--- src/rtl/spike_event_collector_pkg.sv ---
// Shared definitions for the spike event collector:
// default widths, FSM encoding and event record sizing.
package spike_event_collector_pkg;

   localparam int POST_WIDTH_DEF = 32;
   localparam int DEPTH_DEF      = 16;

   typedef enum logic [2:0] {
      ST_IDLE,
      ST_LOAD,
      ST_HOLD,
      ST_GAP,
      ST_DONE
   } state_t;

   // An event record is {local neuron id, payload}.
   function automatic int rec_width(input int pw);
      return 2 * pw;
   endfunction

endpackage

--- src/rtl/spike_event_collector_fifo.sv ---
// Synchronous event FIFO, one write and one read port.
// Read data is the current head, valid whenever empty is low.
module spike_event_collector_fifo
   import spike_event_collector_pkg::*;
#(
   parameter int WIDTH = 64,
   parameter int DEPTH = DEPTH_DEF
) (
   input  logic             clk,
   input  logic             rst,
   input  logic             push,
   input  logic             pop,
   input  logic [WIDTH-1:0] wr_data,
   output logic [WIDTH-1:0] rd_data,
   output logic             full,
   output logic             empty
);

   localparam int AW = $clog2(DEPTH);
   localparam logic [AW:0] FULL_CNT = (AW + 1)'(DEPTH);

   logic [WIDTH-1:0] mem [DEPTH];
   logic [AW-1:0]    wr_ptr;
   logic [AW-1:0]    rd_ptr;
   logic [AW:0]      count;

   always_ff @(posedge clk) begin
      if (push) begin
         mem[wr_ptr] <= wr_data;
      end
   end

   // Pointers wrap naturally because DEPTH is a power of two.
   always_ff @(posedge clk) begin
      if (rst) begin
         wr_ptr <= '0;
         rd_ptr <= '0;
         count  <= '0;
      end else begin
         if (push) begin
            wr_ptr <= wr_ptr + 1'b1;
         end
         if (pop) begin
            rd_ptr <= rd_ptr + 1'b1;
         end
         unique case ({push, pop})
            2'b10:   count <= count + 1'b1;
            2'b01:   count <= count - 1'b1;
            default: count <= count;
         endcase
      end
   end

   assign rd_data = mem[rd_ptr];
   assign full    = (count == FULL_CNT);
   assign empty   = (count == '0);

endmodule

--- src/rtl/spike_event_collector.sv ---
// Accepts post-synaptic spike events, filters them to the downstream
// layer's address range, and replays them as pre-synaptic inputs.
module spike_event_collector
   import spike_event_collector_pkg::*;
#(
   parameter int POST_WIDTH  = POST_WIDTH_DEF,
   parameter int DEPTH       = DEPTH_DEF,
   parameter int HOLD_CYCLES = 3,
   parameter int GAP_CYCLES  = 0,
   parameter int CNT_WIDTH   = 16
) (
   input  logic                  clk,
   input  logic                  rst,
   input  logic                  post_req,
   input  logic [POST_WIDTH-1:0] post_waddr,
   input  logic [POST_WIDTH-1:0] post_wdata,
   output logic                  post_grant,
   input  logic [POST_WIDTH-1:0] addr_offset,
   input  logic [15:0]           output_neuron_num,
   input  logic                  layer_done,
   output logic                  pre_grant,
   output logic [POST_WIDTH-1:0] w_data,
   output logic [POST_WIDTH-1:0] w_value,
   output logic                  drain_done,
   output logic [CNT_WIDTH-1:0]  evt_count,
   output logic [CNT_WIDTH-1:0]  drop_count
);

   localparam int REC_W = rec_width(POST_WIDTH);
   localparam logic [15:0] HOLD_LAST = 16'(HOLD_CYCLES - 1);
   localparam logic [15:0] GAP_LAST =
      (GAP_CYCLES > 0) ? 16'(GAP_CYCLES - 1) : 16'd0;

   logic [POST_WIDTH-1:0] local_addr;
   logic                  in_range;
   logic                  accept;
   logic                  push;
   logic                  drop;
   logic                  pop;
   logic                  full;
   logic                  empty;
   logic [REC_W-1:0]      head;

   state_t      state;
   state_t      state_nx;
   logic [15:0] cyc_cnt;
   logic [15:0] cyc_cnt_nx;
   logic        done_latch;

   assign local_addr = post_waddr - addr_offset;
   assign in_range   = (post_waddr >= addr_offset) &&
                       (local_addr < POST_WIDTH'(output_neuron_num));
   assign post_grant = !full;
   assign accept     = post_req && post_grant;
   assign push       = accept && in_range;
   assign drop       = accept && !in_range;

   spike_event_collector_fifo #(
      .WIDTH (REC_W),
      .DEPTH (DEPTH)
   ) u_fifo (
      .clk     (clk),
      .rst     (rst),
      .push    (push),
      .pop     (pop),
      .wr_data ({local_addr, post_wdata}),
      .rd_data (head),
      .full    (full),
      .empty   (empty)
   );

   // Pending events always win over the drain, so a timestep only
   // completes once every queued event has been replayed.
   always_comb begin
      state_nx   = state;
      cyc_cnt_nx = cyc_cnt;
      pop        = 1'b0;
      unique case (state)
         ST_IDLE: begin
            if (!empty) begin
               state_nx = ST_LOAD;
            end else if (done_latch) begin
               state_nx = ST_DONE;
            end
         end
         ST_LOAD: begin
            pop        = 1'b1;
            cyc_cnt_nx = '0;
            state_nx   = ST_HOLD;
         end
         ST_HOLD: begin
            if (cyc_cnt == HOLD_LAST) begin
               cyc_cnt_nx = '0;
               state_nx   = (GAP_CYCLES > 0) ? ST_GAP : ST_IDLE;
            end else begin
               cyc_cnt_nx = cyc_cnt + 16'd1;
            end
         end
         ST_GAP: begin
            if (cyc_cnt == GAP_LAST) begin
               cyc_cnt_nx = '0;
               state_nx   = ST_IDLE;
            end else begin
               cyc_cnt_nx = cyc_cnt + 16'd1;
            end
         end
         ST_DONE: begin
            state_nx = ST_IDLE;
         end
         default: begin
            state_nx = ST_IDLE;
         end
      endcase
   end

   always_ff @(posedge clk) begin
      if (rst) begin
         state      <= ST_IDLE;
         cyc_cnt    <= '0;
         pre_grant  <= 1'b0;
         w_data     <= '0;
         w_value    <= '0;
         done_latch <= 1'b0;
         evt_count  <= '0;
         drop_count <= '0;
      end else begin
         state      <= state_nx;
         cyc_cnt    <= cyc_cnt_nx;
         pre_grant  <= (state == ST_HOLD);
         done_latch <= layer_done | (done_latch & (state != ST_DONE));
         if (pop) begin
            {w_data, w_value} <= head;
         end
         if (push && (evt_count != '1)) begin
            evt_count <= evt_count + 1'b1;
         end
         if (drop && (drop_count != '1)) begin
            drop_count <= drop_count + 1'b1;
         end
      end
   end

   assign drain_done = (state == ST_DONE);

endmodule

--- config.mk ---
export PLATFORM = sky130hd
export DESIGN_NAME = spike_event_collector
export DESIGN_NICKNAME = d
export VERILOG_FILES = /design/src/rtl/spike_event_collector_pkg.sv /design/src/rtl/spike_event_collector_fifo.sv /design/src/rtl/spike_event_collector.sv
export SDC_FILE = /design/constraint.sdc
export NUM_CORES = 1
export LEC_CHECK = 0
export BUFFER_PORTS_ARGS = -buffer_cell sky130_fd_sc_hd__buf_2
export CAP_MARGIN = 20
export CORE_MARGIN = 4
export CORE_UTILIZATION = 55
export DETAILED_ROUTE_END_ITERATION = 16
export PLACE_DENSITY = 0.78
export SKIP_LAST_GASP = 1
export SYNTH_ARGS = -nofsm -noshare
export SYNTH_HDL_FRONTEND = slang
export SYNTH_HIERARCHICAL = 1
export SYNTH_SLANG_ARGS = --single-unit
--- constraint.sdc ---
create_clock -name clk -period 7.8 [get_ports clk]
set_input_delay 1.17 -clock clk [delete_from_list [all_inputs] [get_ports clk]]
set_output_delay 1.17 -clock clk [all_outputs]
set_load 0.05 [all_outputs]
==> flow_summary.toml <==
[power]
p_int_mw = 11.54
pwr-share-comb_pct = 17.3
p_seq_share_pct = 45.4
power_frac_clock_pct = 37.3
power_density_nw_per_um2 = 291.8
swShare_pct = 26.16
peakVddDrop_v = 0.0002573
p_sw_mw = 4.088
p_leak_nw = 17.89

[grt]
grt_pass1_wl_um = 174300
grt.total_usage_pct = 25.66
grt_pass1_vias = 27840
grt_max_degree = 119
grt_remaining_overflow = 0
antenna_found_initial = 5

[cells_and_area]
stdcell_area_um2 = 53550
drive_gt1_share_pct = 25.58
syn2layout_area_growth_pct = 14.72
final_nets = 3120
fillers = 5469

[routing]
routed_wirelength_um = 114700
wl_met3_um = 9868
top_layer = "met5"
first_pass_iters = 5
met1_length_um = 41770
drtIter0Drc = 3335
via_count = 26750
vias_per_cell = 6.408
antenna_left = 0
wl_met2_um = 58800
drc = 0
wire_per_inst_um = 27.49

[logic_synthesis]
yosysSeqAreaShare_pct = 71.62
synth_nets = 2862
synth_edf_count = 1024
netlist_area_um2 = 46680
synthArstFlopShare_pct = 0
yosys_warnings = 6
ys_ff_latch = 1158
synth_cell_types = 75
avgSynthCellArea_um2 = 17.39
synthCells = 2684
synth_ff_type = "edfxtp_1"

[floorplanning]
die_x_um = 299.3
row_count = 106
start_util_pct = 55.60
core_um2 = 83950
die_h_um = 299.3
io_pins = 215
die_area_um2 = 89590

[setup_path]
crit_buf_inv = 4
path_delay_family = "simple AND/OR/NAND/NOR gates"
critical_path_class = "input port to flop"
arrival_ps = 7720
worstSetupStartpointType = "input port"
crit_slowest_cell = "or4b_4"
worstPathMaxFanout = 10
rrSetupSlack_ps = 4000
cp_slowest_stage_delay_ps = 610
required_ps = 8390
cp_common_cell = "ha_1"
endpoint_kind = "flop"

[clocking]
tritoncts.num_buffers = 109
clock-sinks = 1158
clk_latency_ps = 690
cts_buffer_depth = 3
cts_tree = "done"
cts-resized-gates = 0
path_clk_slew_ps = 60
cts-root-buf = "clkbuf_16"
h-tree-depth = 3
holdBufCountCts = 0
postCtsSetupRepairBufs = 0

[sta]
worst_hold_slack_ps = 451.6
hold_viol = 0
rsz0062_at_grt = "false"
fin_worst_skew_ps = 45.06
setup_tns_ps = 0
worst_slew_pin_slew_ps = 1157
setup_viol = 0
clock.fmax_mhz = 140.1
finalCriticalPeriod_ps = 7139
fin_crit_sh_pct = 91.52
slew_viol_final = 0
slew_headroom_pct = 22.86

[place]
place_area_um2 = 49500
port_buffers = 214
gp_congestion = 0.9114
hpwl_um = 62430

[run]
maxCapViolations = 0

[hold_path]
hold_path.class = "flop to flop"

[outcome]
outcome = "completed"
-- cells in the final DEF, fill, tap and decap left out, types with 12 or more instances in the layout --
master and instances:
nor3_1 20, a21oi_1 130, xor2_1 18, clkbuf_1 16
clkinv_2 16, inv_1 71, o21ai_0 32, bufinv_16 24
buf_2 213, nor2b_1 16, ha_1 61, xnor2_1 16
and2_4 16, edfxtp_1 1024, buf_4 50, a21o_1 17
buf_12 30, nand4_1 21, and3_1 21, dfxtp_1 132
a31oi_1 12, clkbuf_16 111, nor2_1 86, nand2_1 253
o31ai_1 15, nand3_1 25, a22oi_1 129, or4_1 15
mux4_2 256
-- registers in the layout, indices dropped and copies added, names as in the netlist, named ones only --
signal,flops
drop_count,16
u_fifo/wr_ptr,4
state,3
u_fifo/rd_ptr,4
w_value,32
done_latch,1
u_fifo/count,5
u_fifo/mem,1024
pre_grant,1
w_data,32
evt_count,16
cyc_cnt,16
-- worst paths after layout --
kind	from	end	cells past startpoint
worst max register to register	u_fifo/count[1]	u_fifo/count[4]	13
worst max-delay path	post_waddr[0]	u_fifo/count[4]	27
worst min register to register	w_data[19]	w_data[19]	2
worst min-delay path	w_data[19]	w_data[19]	2
-- cell type report --
class	instances	area, µm²	share of cell area, %
inverters	72	270.3	0.5047
clock inverters	71	1061	1.981
well taps	1134	1419	2.650
diodes	2	5.005	0.009346
multi-input cells	1308	12350	23.06
flip-flops and latches	1158	33440	62.45
repair buffers	293	2042	3.813
clock buffers	136	2962	5.531
-- tightest hold or removal path, delay by kind of cell (launching register included) --
family,cells,cell delay (ps)
compound gates,1,50
simple gates,1,50
flops,1,300
-- synth_stat cells, types with 12 or more instances --
| master | instances | share of area, % |
|---|---|---|
| buf_6 | 15 | 0.36 |
| nor3_1 | 20 | 0.21 |
| a21oi_1 | 130 | 1.4 |
| and2_1 | 23 | 0.31 |
| mux4_2 | 256 | 12 |
| buf_2 | 20 | 0.21 |
| nor2_1 | 87 | 0.70 |
| o31ai_1 | 15 | 0.24 |
| inv_1 | 72 | 0.58 |
| nand2_1 | 254 | 2.0 |
| a31oi_1 | 12 | 0.16 |
| o21ai_0 | 33 | 0.35 |
| ha_1 | 61 | 1.6 |
| or4_1 | 15 | 0.24 |
| a22oi_1 | 129 | 2.1 |
| clkbuf_1 | 86 | 0.69 |
| xnor2_1 | 16 | 0.30 |
| edfxtp_1 | 1024 | 66 |
| dfxtp_1 | 134 | 5.7 |
| nand4_1 | 21 | 0.28 |
| nand3_1 | 25 | 0.27 |
| a21o_1 | 17 | 0.27 |
| xor2_1 | 18 | 0.34 |
| nor2b_1 | 18 | 0.24 |
| buf_1 | 19 | 0.15 |
| and3_1 | 21 | 0.28 |
-- through the flow --
step / power (mW) / setup WS (ps) / instances / utilization [%]
after floorplan: 9.219 / 295.3 / 2684 / -
after global placement: 9.810 / -84.37 / 3958 / 58.92
after detailed placement: 9.902 / -371.3 / 3962 / 58.96
after CTS: 15.71 / 345.8 / 4169 / 63.75
after global routing: 16.22 / 266.9 / 4172 / 63.78
final: 15.62 / 661.1 / 4174 / 63.78
-- per-layer routing --
metal	track usage, %	up-vias
met1	33.02	13740
met2	44.20	1492
met3	4.411	261
li1	-	11250
met5	0	-
met4	9.623	6
-- power by group through the flow --
stage	logic, mW	clock network, mW	registers, mW
after floorplan	1.80	0	7.42
after global placement	2.58	0	7.23
after detailed placement	2.67	0	7.23
after CTS	2.72	5.90	7.10
after global routing	2.92	6.18	7.11
final	2.70	5.82	7.10
-- cell families after synthesis --
family | share of synthesized area (%)
flops | 71.62
simple gates | 5.423
compound gates | 5.769
mux | 12.77
buf+inv | 2.096
fa+ha+maj | 1.678
xor+xnor | 0.6380
Note: power is estimated with default switching activity, not from simulation.
